## config.mk

```make
export PLATFORM = sky130hd
export DESIGN_NAME = writeback_unit_flat
export DESIGN_NICKNAME = d
export VERILOG_FILES = /design/src/rtl/writeback_unit_if.sv /design/src/rtl/writeback_unit.sv /design/src/flat_wrapper.sv
export SDC_FILE = /design/constraint.sdc
export NUM_CORES = 1
export LEC_CHECK = 0
export CORE_MARGIN = 8
export CORE_UTILIZATION = 53
export DETAILED_ROUTE_END_ITERATION = 6
export PLACE_DENSITY = 0.86
export SETUP_SLACK_MARGIN = 0.1
export SYNTH_ARGS = -nofsm -noshare
export SYNTH_HDL_FRONTEND = slang
export SYNTH_SLANG_ARGS = --single-unit
```

## constraint.sdc

```tcl
create_clock -name clk -period 5.3 [get_ports clk]
set_input_delay 0.795 -clock clk [delete_from_list [all_inputs] [get_ports clk]]
set_output_delay 0.795 -clock clk [all_outputs]
set_load 0.03 [all_outputs]
```

## src/rtl/writeback_unit_if.sv

```systemverilog
// Writeback unit bus bundle: ALU result, load issue/response handshakes,
// decode hazard query and the registered register-file write port.
// Optional macro WB_FWD_EN adds the forwarding outputs.
interface writeback_unit_if;
    logic        alu_valid;
    logic [4:0]  alu_rd;
    logic [31:0] alu_wd;
    logic        ld_issue;
    logic [4:0]  ld_issue_rd;
    logic        ld_issue_ready;
    logic        resp_valid;
    logic [31:0] resp_data;
    logic        resp_ready;
    logic [4:0]  dec_rs;
    logic [4:0]  dec_rt;
    logic [4:0]  dec_rd;
    logic        hazard;
    logic [4:0]  rf_rd;
    logic [31:0] rf_wd;
    logic        rf_we;
`ifdef WB_FWD_EN
    logic        fwd_rs_hit;
    logic        fwd_rt_hit;
    logic [31:0] fwd_data;
`endif

    modport master (
`ifdef WB_FWD_EN
        input  fwd_rs_hit, fwd_rt_hit, fwd_data,
`endif
        output alu_valid, alu_rd, alu_wd, ld_issue, ld_issue_rd,
               resp_valid, resp_data, dec_rs, dec_rt, dec_rd,
        input  ld_issue_ready, resp_ready, hazard, rf_rd, rf_wd, rf_we
    );

    modport slave (
`ifdef WB_FWD_EN
        output fwd_rs_hit, fwd_rt_hit, fwd_data,
`endif
        input  alu_valid, alu_rd, alu_wd, ld_issue, ld_issue_rd,
               resp_valid, resp_data, dec_rs, dec_rt, dec_rd,
        output ld_issue_ready, resp_ready, hazard, rf_rd, rf_wd, rf_we
    );
endinterface

```

## src/rtl/writeback_unit.sv

```systemverilog
// Writeback unit: arbitrates the single register-file write port between
// ALU results (priority) and in-order NoC load responses, tracks pending
// load destinations in a FIFO with per-register busy bits for hazards.
// Optional macro WB_FWD_EN enables the registered-write forwarding outputs.
module writeback_unit #(
    parameter int LDQ_DEPTH = 4
) (
    input logic             clk,
    input logic             rst,
    writeback_unit_if.slave bus
);
    localparam int PW = $clog2(LDQ_DEPTH);
    localparam logic [PW:0] DEPTH_C = (PW + 1)'(LDQ_DEPTH);

    logic [4:0]    ldq [LDQ_DEPTH];
    logic [PW-1:0] wr_ptr;
    logic [PW-1:0] rd_ptr;
    logic [PW:0]   count;
    logic [31:0]   busy;
    logic [31:0]   busy_nxt;

    logic          issue_acc;
    logic          resp_acc;
    logic [4:0]    head_rd;
    logic          sel_valid;
    logic [4:0]    sel_rd;
    logic [31:0]   sel_wd;

    // Handshakes, hazard query and write-port selection.
    always_comb begin
        head_rd            = ldq[rd_ptr];
        bus.ld_issue_ready = (count < DEPTH_C);
        bus.resp_ready     = !bus.alu_valid && (count != '0);
        issue_acc          = bus.ld_issue && bus.ld_issue_ready;
        resp_acc           = bus.resp_valid && bus.resp_ready;
        bus.hazard         = ((bus.dec_rs != '0) && busy[bus.dec_rs]) ||
                             ((bus.dec_rt != '0) && busy[bus.dec_rt]) ||
                             ((bus.dec_rd != '0) && busy[bus.dec_rd]);
        sel_valid = 1'b0;
        sel_rd    = '0;
        sel_wd    = '0;
        if (bus.alu_valid) begin
            sel_valid = 1'b1;
            sel_rd    = bus.alu_rd;
            sel_wd    = bus.alu_wd;
        end else if (resp_acc) begin
            sel_valid = 1'b1;
            sel_rd    = head_rd;
            sel_wd    = bus.resp_data;
        end
    end

    // Busy update: clear on pop first, then set on issue so a same-cycle
    // re-issue of the popped register leaves it busy.
    always_comb begin
        busy_nxt = busy;
        if (resp_acc && (head_rd != '0)) begin
            busy_nxt[head_rd] = 1'b0;
        end
        if (issue_acc && (bus.ld_issue_rd != '0)) begin
            busy_nxt[bus.ld_issue_rd] = 1'b1;
        end
    end

    // Queue storage; contents are don't-care while the slot is empty.
    always_ff @(posedge clk) begin
        if (issue_acc) begin
            ldq[wr_ptr] <= bus.ld_issue_rd;
        end
    end

    // Queue pointers, occupancy and busy bits.
    always_ff @(posedge clk or posedge rst) begin
        if (rst) begin
            wr_ptr <= '0;
            rd_ptr <= '0;
            count  <= '0;
            busy   <= '0;
        end else begin
            busy <= busy_nxt;
            if (issue_acc) begin
                wr_ptr <= wr_ptr + 1'b1;
            end
            if (resp_acc) begin
                rd_ptr <= rd_ptr + 1'b1;
            end
            if (issue_acc && !resp_acc) begin
                count <= count + 1'b1;
            end else if (!issue_acc && resp_acc) begin
                count <= count - 1'b1;
            end
        end
    end

    // Registered register-file write port; destination 0 is suppressed.
    always_ff @(posedge clk or posedge rst) begin
        if (rst) begin
            bus.rf_we <= 1'b0;
            bus.rf_rd <= '0;
            bus.rf_wd <= '0;
        end else if (sel_valid && (sel_rd != '0)) begin
            bus.rf_we <= 1'b1;
            bus.rf_rd <= sel_rd;
            bus.rf_wd <= sel_wd;
        end else begin
            bus.rf_we <= 1'b0;
        end
    end

`ifdef WB_FWD_EN
    // Forward the value currently being written to the decode stage.
    always_comb begin
        bus.fwd_rs_hit = bus.rf_we && (bus.rf_rd == bus.dec_rs) && (bus.dec_rs != '0);
        bus.fwd_rt_hit = bus.rf_we && (bus.rf_rd == bus.dec_rt) && (bus.dec_rt != '0);
        bus.fwd_data   = bus.rf_wd;
    end
`endif
endmodule

```

## src/flat_wrapper.sv

```systemverilog
// flat-port wrapper written by rule: the top's interface ports become plain ports
module writeback_unit_flat 
#(
    parameter int LDQ_DEPTH = 4
)
  (clk, rst, bus_alu_valid, bus_alu_rd, bus_alu_wd, bus_ld_issue, bus_ld_issue_rd, bus_resp_valid, bus_resp_data, bus_dec_rs, bus_dec_rt, bus_dec_rd, bus_ld_issue_ready, bus_resp_ready, bus_hazard, bus_rf_rd, bus_rf_wd, bus_rf_we);
  writeback_unit_if bus_i ();
  input logic clk;
  input logic rst;
  input wire logic [$bits(bus_i.alu_valid)-1:0] bus_alu_valid;
  input wire logic [$bits(bus_i.alu_rd)-1:0] bus_alu_rd;
  input wire logic [$bits(bus_i.alu_wd)-1:0] bus_alu_wd;
  input wire logic [$bits(bus_i.ld_issue)-1:0] bus_ld_issue;
  input wire logic [$bits(bus_i.ld_issue_rd)-1:0] bus_ld_issue_rd;
  input wire logic [$bits(bus_i.resp_valid)-1:0] bus_resp_valid;
  input wire logic [$bits(bus_i.resp_data)-1:0] bus_resp_data;
  input wire logic [$bits(bus_i.dec_rs)-1:0] bus_dec_rs;
  input wire logic [$bits(bus_i.dec_rt)-1:0] bus_dec_rt;
  input wire logic [$bits(bus_i.dec_rd)-1:0] bus_dec_rd;
  output wire logic [$bits(bus_i.ld_issue_ready)-1:0] bus_ld_issue_ready;
  output wire logic [$bits(bus_i.resp_ready)-1:0] bus_resp_ready;
  output wire logic [$bits(bus_i.hazard)-1:0] bus_hazard;
  output wire logic [$bits(bus_i.rf_rd)-1:0] bus_rf_rd;
  output wire logic [$bits(bus_i.rf_wd)-1:0] bus_rf_wd;
  output wire logic [$bits(bus_i.rf_we)-1:0] bus_rf_we;
  assign bus_i.alu_valid = bus_alu_valid;
  assign bus_i.alu_rd = bus_alu_rd;
  assign bus_i.alu_wd = bus_alu_wd;
  assign bus_i.ld_issue = bus_ld_issue;
  assign bus_i.ld_issue_rd = bus_ld_issue_rd;
  assign bus_i.resp_valid = bus_resp_valid;
  assign bus_i.resp_data = bus_resp_data;
  assign bus_i.dec_rs = bus_dec_rs;
  assign bus_i.dec_rt = bus_dec_rt;
  assign bus_i.dec_rd = bus_dec_rd;
  assign bus_ld_issue_ready = bus_i.ld_issue_ready;
  assign bus_resp_ready = bus_i.resp_ready;
  assign bus_hazard = bus_i.hazard;
  assign bus_rf_rd = bus_i.rf_rd;
  assign bus_rf_wd = bus_i.rf_wd;
  assign bus_rf_we = bus_i.rf_we;
  writeback_unit #(.LDQ_DEPTH(LDQ_DEPTH)) u_core (.clk(clk), .rst(rst), .bus(bus_i));
endmodule
```

# Word-level counts from Yosys, hierarchy flattened
# Memories as Yosys holds them, arrays and structs flattened.
# Cells that the tools add are included.
dict set report word_totals {
  reg_bits 77
  mem_bits_rw 20
  out_inout_bits 41
  wordCells 72
  mem_count 1
}
dict set report op_classes {
  add_sub_neg 4
  n_lt_le_gt_ge 8
  n_mux 23
  n_bitwise 3
  reduce_logical 26
}
# name words width read_ports rd_ports_with_merged_regs wr line_no
set memory_table {}
lappend memory_table {u_core.ldq 4 5 1 0 1 writeback_unit.sv:15} ;# logic [4:0] ldq [LDQ_DEPTH];
# op n
set ops {}
lappend ops {{32-bit 2-to-1 mux} 4}
lappend ops {{32-bit bitwise AND} 1}
lappend ops {{32-bit NOT} 1}
lappend ops {{32-bit bitwise OR} 1}
lappend ops {{5-bit by 6-bit less-than comparator with 1-bit output (second input constant)} 5}
lappend ops {{5-bit nonzero test} 6}
lappend ops {{1-bit binary-select mux with 5-bit select} 3}
lappend ops {{1-bit logical AND} 13}
lappend ops {{1-bit demux with 5-bit select} 2}
lappend ops {{5-bit by 1-bit >= comparator with 1-bit output (second input constant)} 2}
lappend ops {{1-bit 2-to-1 mux} 10}
lappend ops {{5-bit 2-to-1 mux} 2}
lappend ops {{3-bit 2-to-1 mux} 2}
lappend ops {{2-bit by 1-bit adder with 2-bit output (second input constant)} 2}
lappend ops {{3-bit by 1-bit adder with 3-bit output (second input constant)} 1}
lappend ops {{1-bit logical NOT} 3}
lappend ops {{3-bit less-than comparator (second input constant)} 1}
lappend ops {{3-bit nonzero test} 1}
lappend ops {{3-bit by 1-bit subtractor with 3-bit output (second input constant)} 1}
lappend ops {{1-bit logical OR} 2}
lappend ops {{2-bit nonzero test} 1}

# Logic depth before layout (Yosys ltp)
# Gate-level depths: netlist of the first run.
# An unclocked memory read counts as a cell.
dict set report depth {
  ltp_word 10
  mapped_depth 10
  depth_no_buf 9
}

# Worst setup path before layout of the first run
# Ideal clock, no wire load.
dict set report synth_path {
  path_type {in2out}
  start {input bus_dec_rs[2]}
  end {output bus_hazard}
  arrival_ns 2.447
  slack_ns 2.058
  stages 6
  cell_sequence {clkbuf_1 mux2_2 a221oi_1 nor4_1 nor4_1 nand3_1}
}
dict set report synth_between {
  elab_chain_cells 5
}
# element line_no
set synth_lines {}
lappend synth_lines {{start: declaration} flat_wrapper.sv:17} ;# input wire logic [$bits(bus_i.dec_rs)-1:0] bus_dec_rs;
lappend synth_lines {{1-bit binary-select mux with 5-bit select} writeback_unit.sv:36} ;# bus.hazard = ((bus.dec_rs != '0) && busy[bus.dec_rs]) ||
lappend synth_lines {{1-bit 2-to-1 mux (not written as such)} writeback_unit.sv:36}
lappend synth_lines {{1-bit logical AND *} writeback_unit.sv:36}
lappend synth_lines {{1-bit logical OR *} writeback_unit.sv:36}
lappend synth_lines {{1-bit logical OR *} writeback_unit.sv:37} ;# ((bus.dec_rt != '0) && busy[bus.dec_rt]) ||
lappend synth_lines {{end: declaration} flat_wrapper.sv:22} ;# output wire logic [$bits(bus_i.hazard)-1:0] bus_hazard;
# Mark *: on every way between the ends. The rest lies on a longest branch, timed or not. The select of a mux whose other input is x is not followed.

# Worst setup path after layout of the first run
# Same ends and word-level chain as after synthesis.

==> results of run 1 <==
[kinds of logic after synthesis]
kind of cell    synth area share
simple gates               0.138
compound gates             0.181
flops                      0.493
buf+inv                   0.0410
mux                        0.121
xor+xnor                  0.0104
fa+ha+maj                 0.0163
[layout by cell type, fill, tap and decap left out, drive strengths merged, types with 2 or more instances in the layout]
master and instances:
a2111oi 6, a221oi 3, a22oi 5, and2 4, buf 6, bufinv 3
clkbuf 9, clkdlybuf4s50 134, dfrtp 76, edfxtp 20, ha 5, inv 21
mux2 7, mux2i 6, mux4 21, nand2 70, nand2b 8, nand3 12
nand3b 8, nand4 5, nor2 5, nor2b 15, nor3 3, nor3b 3
nor4 3, o211ai 3, o21ai 64, o221a 32, o41ai 5, or2 2
xnor2 5
[worst paths after layout]
path	start	end	depth (start not counted)
min	u_core.count[0]	u_core.count[0]	1
max in group asynchronous	rst	u_core.busy[2]	3
max reg2reg	u_core.rd_ptr[0]	u_core.bus.rf_wd[0]	7
max	bus_dec_rs[2]	bus_hazard	7
min in group asynchronous	rst	u_core.bus.rf_wd[19]	2
min reg2reg	u_core.count[0]	u_core.count[0]	1
[layer usage]
| metal | share of wire | GRT usage | wire length, um | up-vias |
|---|---|---|---|---|
| li1 | - | - | - | 1950 |
| met5 | 0 | 0 | 0 | - |
| met3 | 0.072 | 0.0449 | 1110 | 52 |
| met1 | 0.37 | 0.276 | 5680 | 2168 |
| met4 | 0.041 | 0.127 | 635 | 0 |
| met2 | 0.52 | 0.426 | 7970 | 229 |
[state kept, by name, summed over array words and instances (netlist names)]
register and flops:
u_core.busy 31, u_core.bus.rf_rd 5, u_core.bus.rf_we 1, u_core.count 3, u_core.wr_ptr 2, u_core.rd_ptr 2, u_core.bus.rf_wd 32, u_core.ldq 20
[synthesized netlist by cell type, types with 6 or more instances]
| cell | n |
|---|---|
| a2111oi_0 | 6 |
| clkbuf_1 | 22 |
| dfrtp_1 | 76 |
| edfxtp_1 | 20 |
| inv_1 | 18 |
| mux2_2 | 7 |
| mux2i_1 | 6 |
| mux4_2 | 21 |
| nand2_1 | 70 |
| nand2b_1 | 8 |
| nand3_1 | 12 |
| nand3b_1 | 8 |
| nor2b_1 | 15 |
| o21ai_0 | 64 |
| o221a_1 | 14 |
| o221a_2 | 18 |
[cell type report]
class / instances / area (um^2)
Inverter: 18 / 67.6
Fill cell: 677 / 2550
Clock inverter: 7 / 124
Clock buffer: 9 / 124
Tap cell: 129 / 161
Multi-Input combinational cell: 310 / 2370
Sequential cell: 96 / 2500
Timing Repair Buffer: 140 / 1390
[where the power goes]
group | switching, uW | internal, uW | leakage [uW]
registers | 257 | 974 | 0.00112
logic | 574 | 537 | 0.00139
clock network | 271 | 318 | 0.000121
[per-stage QoR]
stage          hold WS, ns  std cells   util
6_report             0.532        709  0.725
3_3_place_gp         0.508        693  0.698
4_1_cts              0.541        709  0.725
5_1_grt              0.567        709  0.725
2_1_floorplan        0.495        454      -
3_5_place_dp         0.524        693  0.698
[worst max-delay path, delay by kind of cell]
kind | cells | cell delay (ns)
AO/OA/AOI/OAI | 1 | 0.30
multiplexers | 1 | 0.39
buffers and inverters | 2 | 1.41
AND/OR/NAND/NOR | 3 | 0.51
==> results.md, run 1 <==
* Proportion of netlist area held by the largest area contributor at 0.375
* Final WL at 15400 um
* Post-synth EDFFs at 20
* Via count at 4399
* Largest net degree at the start of global routing at 46
* DR iter-0 viols at 287
* Drt first pass iters at 4
* Number of global-route vias before repair at 4561
* DRC at 0
* Syn Nets at 554
* Setup TNS at 0 ns
* Hold Buf Count CTS at 0
* Die area at 13000 um^2
* RSZ-0062 raised after global routing: false
* DR vias/cell at 6.20
* Antenna Nets Post-Route at 0
* Crit path time final at 4.20 ns
* CP Cell Sequence: clkdlybuf4s50_1 > mux2_2 > a221oi_1 > nor4_1 > nor4_1 > nand3_1 > clkdlybuf4s50_1
* Seq/Total Area, Yosys at 0.493
* DP Wirelength at 11300 um
* Crit path required time at 4.51 ns
* Layout cell share with drive strength beyond 1 at 0.128
* # rows at 35
* Starting Density at 0.546
* Area of the core at 9280 um^2
* First-pass GRT wire length at 24500 um
* Fin area at 6730 um^2
* Postcts setup bufs at 0
* Max Cap Viol at 0
* Clock skew at 0.0118 ns
* Crit path kind: input port to primary output
* Longest Clk Path Bufs at 2
* Initial antenna violation count at 0
* Synthesized instance count at 454
* Worst Tran Pin Value at 0.964 ns
* NumNets Final at 675
* Design Power at 2930 uW
* Top cells by area, synth: dfrtp_1, edfxtp_1, mux4_2
* CP peak stage delay at 0.80 ns
* Max Transition Viols Final at 0
* CP Max Fanout at 10
* Htree depth at 3
* Top_reg_cell synth: dfrtp_1
* Syn. warnings at 0
* Synth unique cells at 42
* Crit path launch type: input port
* CTS sink count at 96
* WL/cell at 21.7 um
* Clock insertion delay at the later pin of the skew report at 0.37 ns
* CTS root buf: clkbuf_8
* Placed Area at 6480 um^2
* Flops & latches, synth at 96
* Worst min-delay path class: flip-flop to flip-flop
* Crit end category: primary output
* Cts repair resizes at 0
* Run status: complete, no violations
* Clock transition at path regs at 0.09 ns
* Pwr dens at 435 nW/um^2
* Final Hold Vio Count at 0
* GRT overflow at 0
* N_diodes at 0
* Fmax at 238 MHz
* # setup viols final at 0
* Synth area leader: dfrtp_1
* I/O pins at 135
* Setup slack at placement at 1.12 ns
* Lkg Pwr at 0.00262 uW
* Largest vdd supply drop at 0.000227 V
* Die width at 114 um
* Final setup margin at 1.10 ns
* Chip Height at 114 um
* Reg2reg setup slack at 2.15 ns
* Post-Syn Area at 5070 um^2
* Syn avg cell area at 11.2 um^2
* CTS tree: yes
* CTS Buf Count at 9
* Ys async rst share at 0.792
* GRT Overall Usage at 0.243
* GP Congestion at 1.02
* Headroom to the max-slew limit at 0.356
* CP max stage cell: clkdlybuf4s50_1
* Final period util at 0.793
* Layout area overhead at 32.7%
* Critical path arrival at 3.41 ns
* Port Buffers at 134
(Power assumes the default switching activity.)
==> run 2: changes to the inputs <==
--- a/config.mk
+++ b/config.mk
@@ -6,9 +6,9 @@
 export NUM_CORES = 1
 export LEC_CHECK = 0
 export CORE_MARGIN = 8
-export CORE_UTILIZATION = 53
+export CORE_UTILIZATION = 49
 export DETAILED_ROUTE_END_ITERATION = 6
-export PLACE_DENSITY = 0.86
+export PLACE_DENSITY = 0.81
 export SETUP_SLACK_MARGIN = 0.1
 export SYNTH_ARGS = -nofsm -noshare
 export SYNTH_HDL_FRONTEND = slang
==> constraint.sdc (replaced) <==
create_clock -name clk -period 4.1 [get_ports clk]
set_input_delay 0.615 -clock clk [delete_from_list [all_inputs] [get_ports clk]]
set_output_delay 0.615 -clock clk [all_outputs]
set_load 0.03 [all_outputs]
==> run 2 against run 1 <==
Against the previous run: clock power rose by 12%; utilization fell by 6.5 points; combinational power increased by 29%; flip-flop and latch count unchanged; first-iteration DRC count up 29%; register-to-register slack lost 1.2 ns; critical path depth unchanged; critical endpoint unchanged; highest routed layer unchanged.
==> results.md, run 2 (synthesis results as in run 1) <==
* Run status: complete, no violations
* I/O pins at 135 (unchanged)
* Drt first pass iters at 5 (+1)
* # fillers at 798 (+18%)
* Pwr dens at 550 nW/um^2 (+26%)
* Lkg Pwr at 0.00261 uW (-0.36%)
* Clock network power share at 0.179 (-0.022)
* Final Hold Vio Count at 0 (unchanged)
* Layout area overhead at 32.5%
* DRC at 0 (unchanged)
* Crit path kind: input port to primary output
* Critical path origin: bus_dec_rd[0]
* Combinational power share at 0.388 (+0.009)
* Cells on worst reg2reg path at 7 (unchanged)
* GRT overflow at 0 (unchanged)
* Max Transition Viols Final at 0 (unchanged)
* Worst Tran Pin Value at 1.16 ns (+0.198 ns)
* GR Layer Usage met2 at 0.374 (-0.0516)
* # rows at 37 (+5.7%)
* # setup viols final at 0 (unchanged)
* Initial antenna violation count at 0 (unchanged)
* DR vias/cell at 6.05 (-2.5%)
* Port Buffers at 134 (unchanged)
* Cts repair resizes at 0 (unchanged)
* Number of global-route vias before repair at 4584 (+0.50%)
* Regs by FF count: u_core.bus.rf_wd: 32 flops, u_core.busy: 31 flops, u_core.ldq: 20 flops
* Die width at 118 um (+3.4%)
* Antenna Nets Post-Route at 0 (unchanged)
* CTS sink count at 96 (unchanged)
* Net switching power at 1400 uW (+27%)
* Crit path time final at 3.76 ns
* Largest net degree at the start of global routing at 58 (+26%)
* Hold Buf Count CTS at 0 (unchanged)
* CTS root buf: clkbuf_8
* Clock transition at path regs at 0.09 ns (about the same)
* Number of flip-flops in the largest register at 32 (unchanged)
* WL/cell at 21.2 um (-2.6%)
* GP Congestion at 0.985 (-3.9%)
* CTS Buf Count at 9 (unchanged)
* N_diodes at 0 (unchanged)
* Commonest cells after routing, fill and taps aside: clkdlybuf4s50_1, dfrtp_1, nand2_1
* Htree depth at 3 (unchanged)
* Fmax at 266 MHz
* GRT Overall Usage at 0.219 (-0.0236)
* Reg2reg setup slack at 0.98 ns (-1.17 ns)
* Sequential Power Share at 0.433 (+0.013)
* Crit path launch type: input port
* Setup TNS at 0 ns (unchanged)
* Chip Height at 118 um (+3.4%)
* Clock insertion delay at the later pin of the skew report at 0.36 ns (about the same)
* Max Cap Viol at 0 (unchanged)
* Area of the core at 10200 um^2 (+9.7%)
* First-pass GRT wire length at 24600 um (+0.42%)
* DR iter-0 viols at 369 (+29%)
* Post-layout util at 0.660 (-0.0654)
* Grt met1 use at 0.251 (-0.0252)
* Largest vdd supply drop at 0.000423 V (+86%)
* Final WL at 15200 um (-1.3%)
* Gr busiest metal: met2
* Critical path arrival at 3.15 ns (-0.26 ns)
* R2R Path Start: u_core.rd_ptr[0]
* Most common cell after layout, fill and taps aside: clkdlybuf4s50_1
* CTS tree: yes
* Switching part of the total at 0.378 (+0.00205)
* Die area at 13900 um^2 (+7.0%)
* Crit path required time at 3.48 ns (-1.03 ns)
* DP Wirelength at 11500 um (+2.1%)
* Most flops, register: u_core.bus.rf_wd
* Crit end category: primary output
* CP Max Fanout at 9 (-1)
* Starting Density at 0.498 (-0.0483)
* Design internal power at 2300 uW (+26%)
* Longest Clk Path Bufs at 2 (unchanged)
* RSZ-0062 raised after global routing: false
* Reg2reg end: u_core.bus.rf_wd[10]
* Via count at 4342 (-1.3%)
* Met3 GRT Util at 0.0398 (-0.00509)
* Postcts setup bufs at 0 (unchanged)
* Clock skew at 0.0118 ns (+0.00000550 ns)
* Final period util at 0.918
* NumNets Final at 677 (+0.30%)
* Headroom to the max-slew limit at 0.225 (-0.131)
* Layout cell share with drive strength beyond 1 at 0.125 (-0.00216)
* Worst min-delay path class: flip-flop to flip-flop
* Setup crit end: bus_hazard
-- run 2: cell types whose count changed in the layout (fill, tap and decap cells not counted) --
cell       delta
clkinv_1      +2
clkinv_4      +1
buf_4         +2
inv_6         -3
bufinv_16     -1
clkbuf_1      +1
-- run 2: layout make-up --
| type | instances | area, um^2 | share of cell area |
|---|---|---|---|
| sequential | 96 | 2500 | 0.372 |
| multi-input combinational | 310 | 2370 | 0.352 |
| timing repair buffer | 142 | 1400 | 0.209 |
| tap | 136 | 170 | 0.0253 |
| clock buffer | 10 | 128 | 0.0190 |
| clock inverter | 6 | 83.8 | 0.0125 |
| inverter | 18 | 67.6 | 0.0101 |
-- run 2: how the worst min path moves through the flow --
| stage | to | cells after the start | from |
|---|---|---|---|
| global placement | u_core.count[0] | 1 | u_core.count[0] |
| floorplan | u_core.count[0] | 1 | u_core.count[0] |
| CTS | u_core.bus.rf_rd[2] | 2 | u_core.bus.rf_rd[2] |
| finish | u_core.count[0] | 1 | u_core.count[0] |
| detailed placement | u_core.bus.rf_rd[2] | 2 | u_core.bus.rf_rd[2] |
| global route | u_core.count[0] | 1 | u_core.count[0] |
-- run 2: critical path, stage by stage --
cell,delay [ns]
clkdlybuf4s50_1,0.70
mux2_2,0.39
a221oi_1,0.28
a2111oi_0,0.14
nor4_1,0.31
nand3_1,0.10
clkdlybuf4s50_1,0.61
-- run 2: per-layer routing --
layer | vias up | routed length [um]
li1 | 1951 | -
met1 | 2143 | 5850
met2 | 193 | 7710
met3 | 55 | 893
met4 | 0 | 733
met5 | - | 0
-- run 2: per-stage QoR --
stage	cell area (um^2)	total power (uW)	cells	hold WS [ns]	setup slack [ns]
floorplan	5070	2430	454	0.495	1.22
global placement	6510	2970	702	0.511	0.393
detailed placement	6510	3040	702	0.528	0.351
CTS	6720	3700	718	0.545	0.350
global route	6720	3890	718	0.565	0.176
finish	6720	3690	718	0.538	0.335
-- run 2: power groups by stage --
stage,sequential [uW],clock (uW),combinational (uW)
after floorplan,1570,0,858
after CTS,1590,672,1430
after detailed placement,1610,0,1430
after global placement,1590,0,1380
after global routing,1620,713,1560
final,1600,660,1430
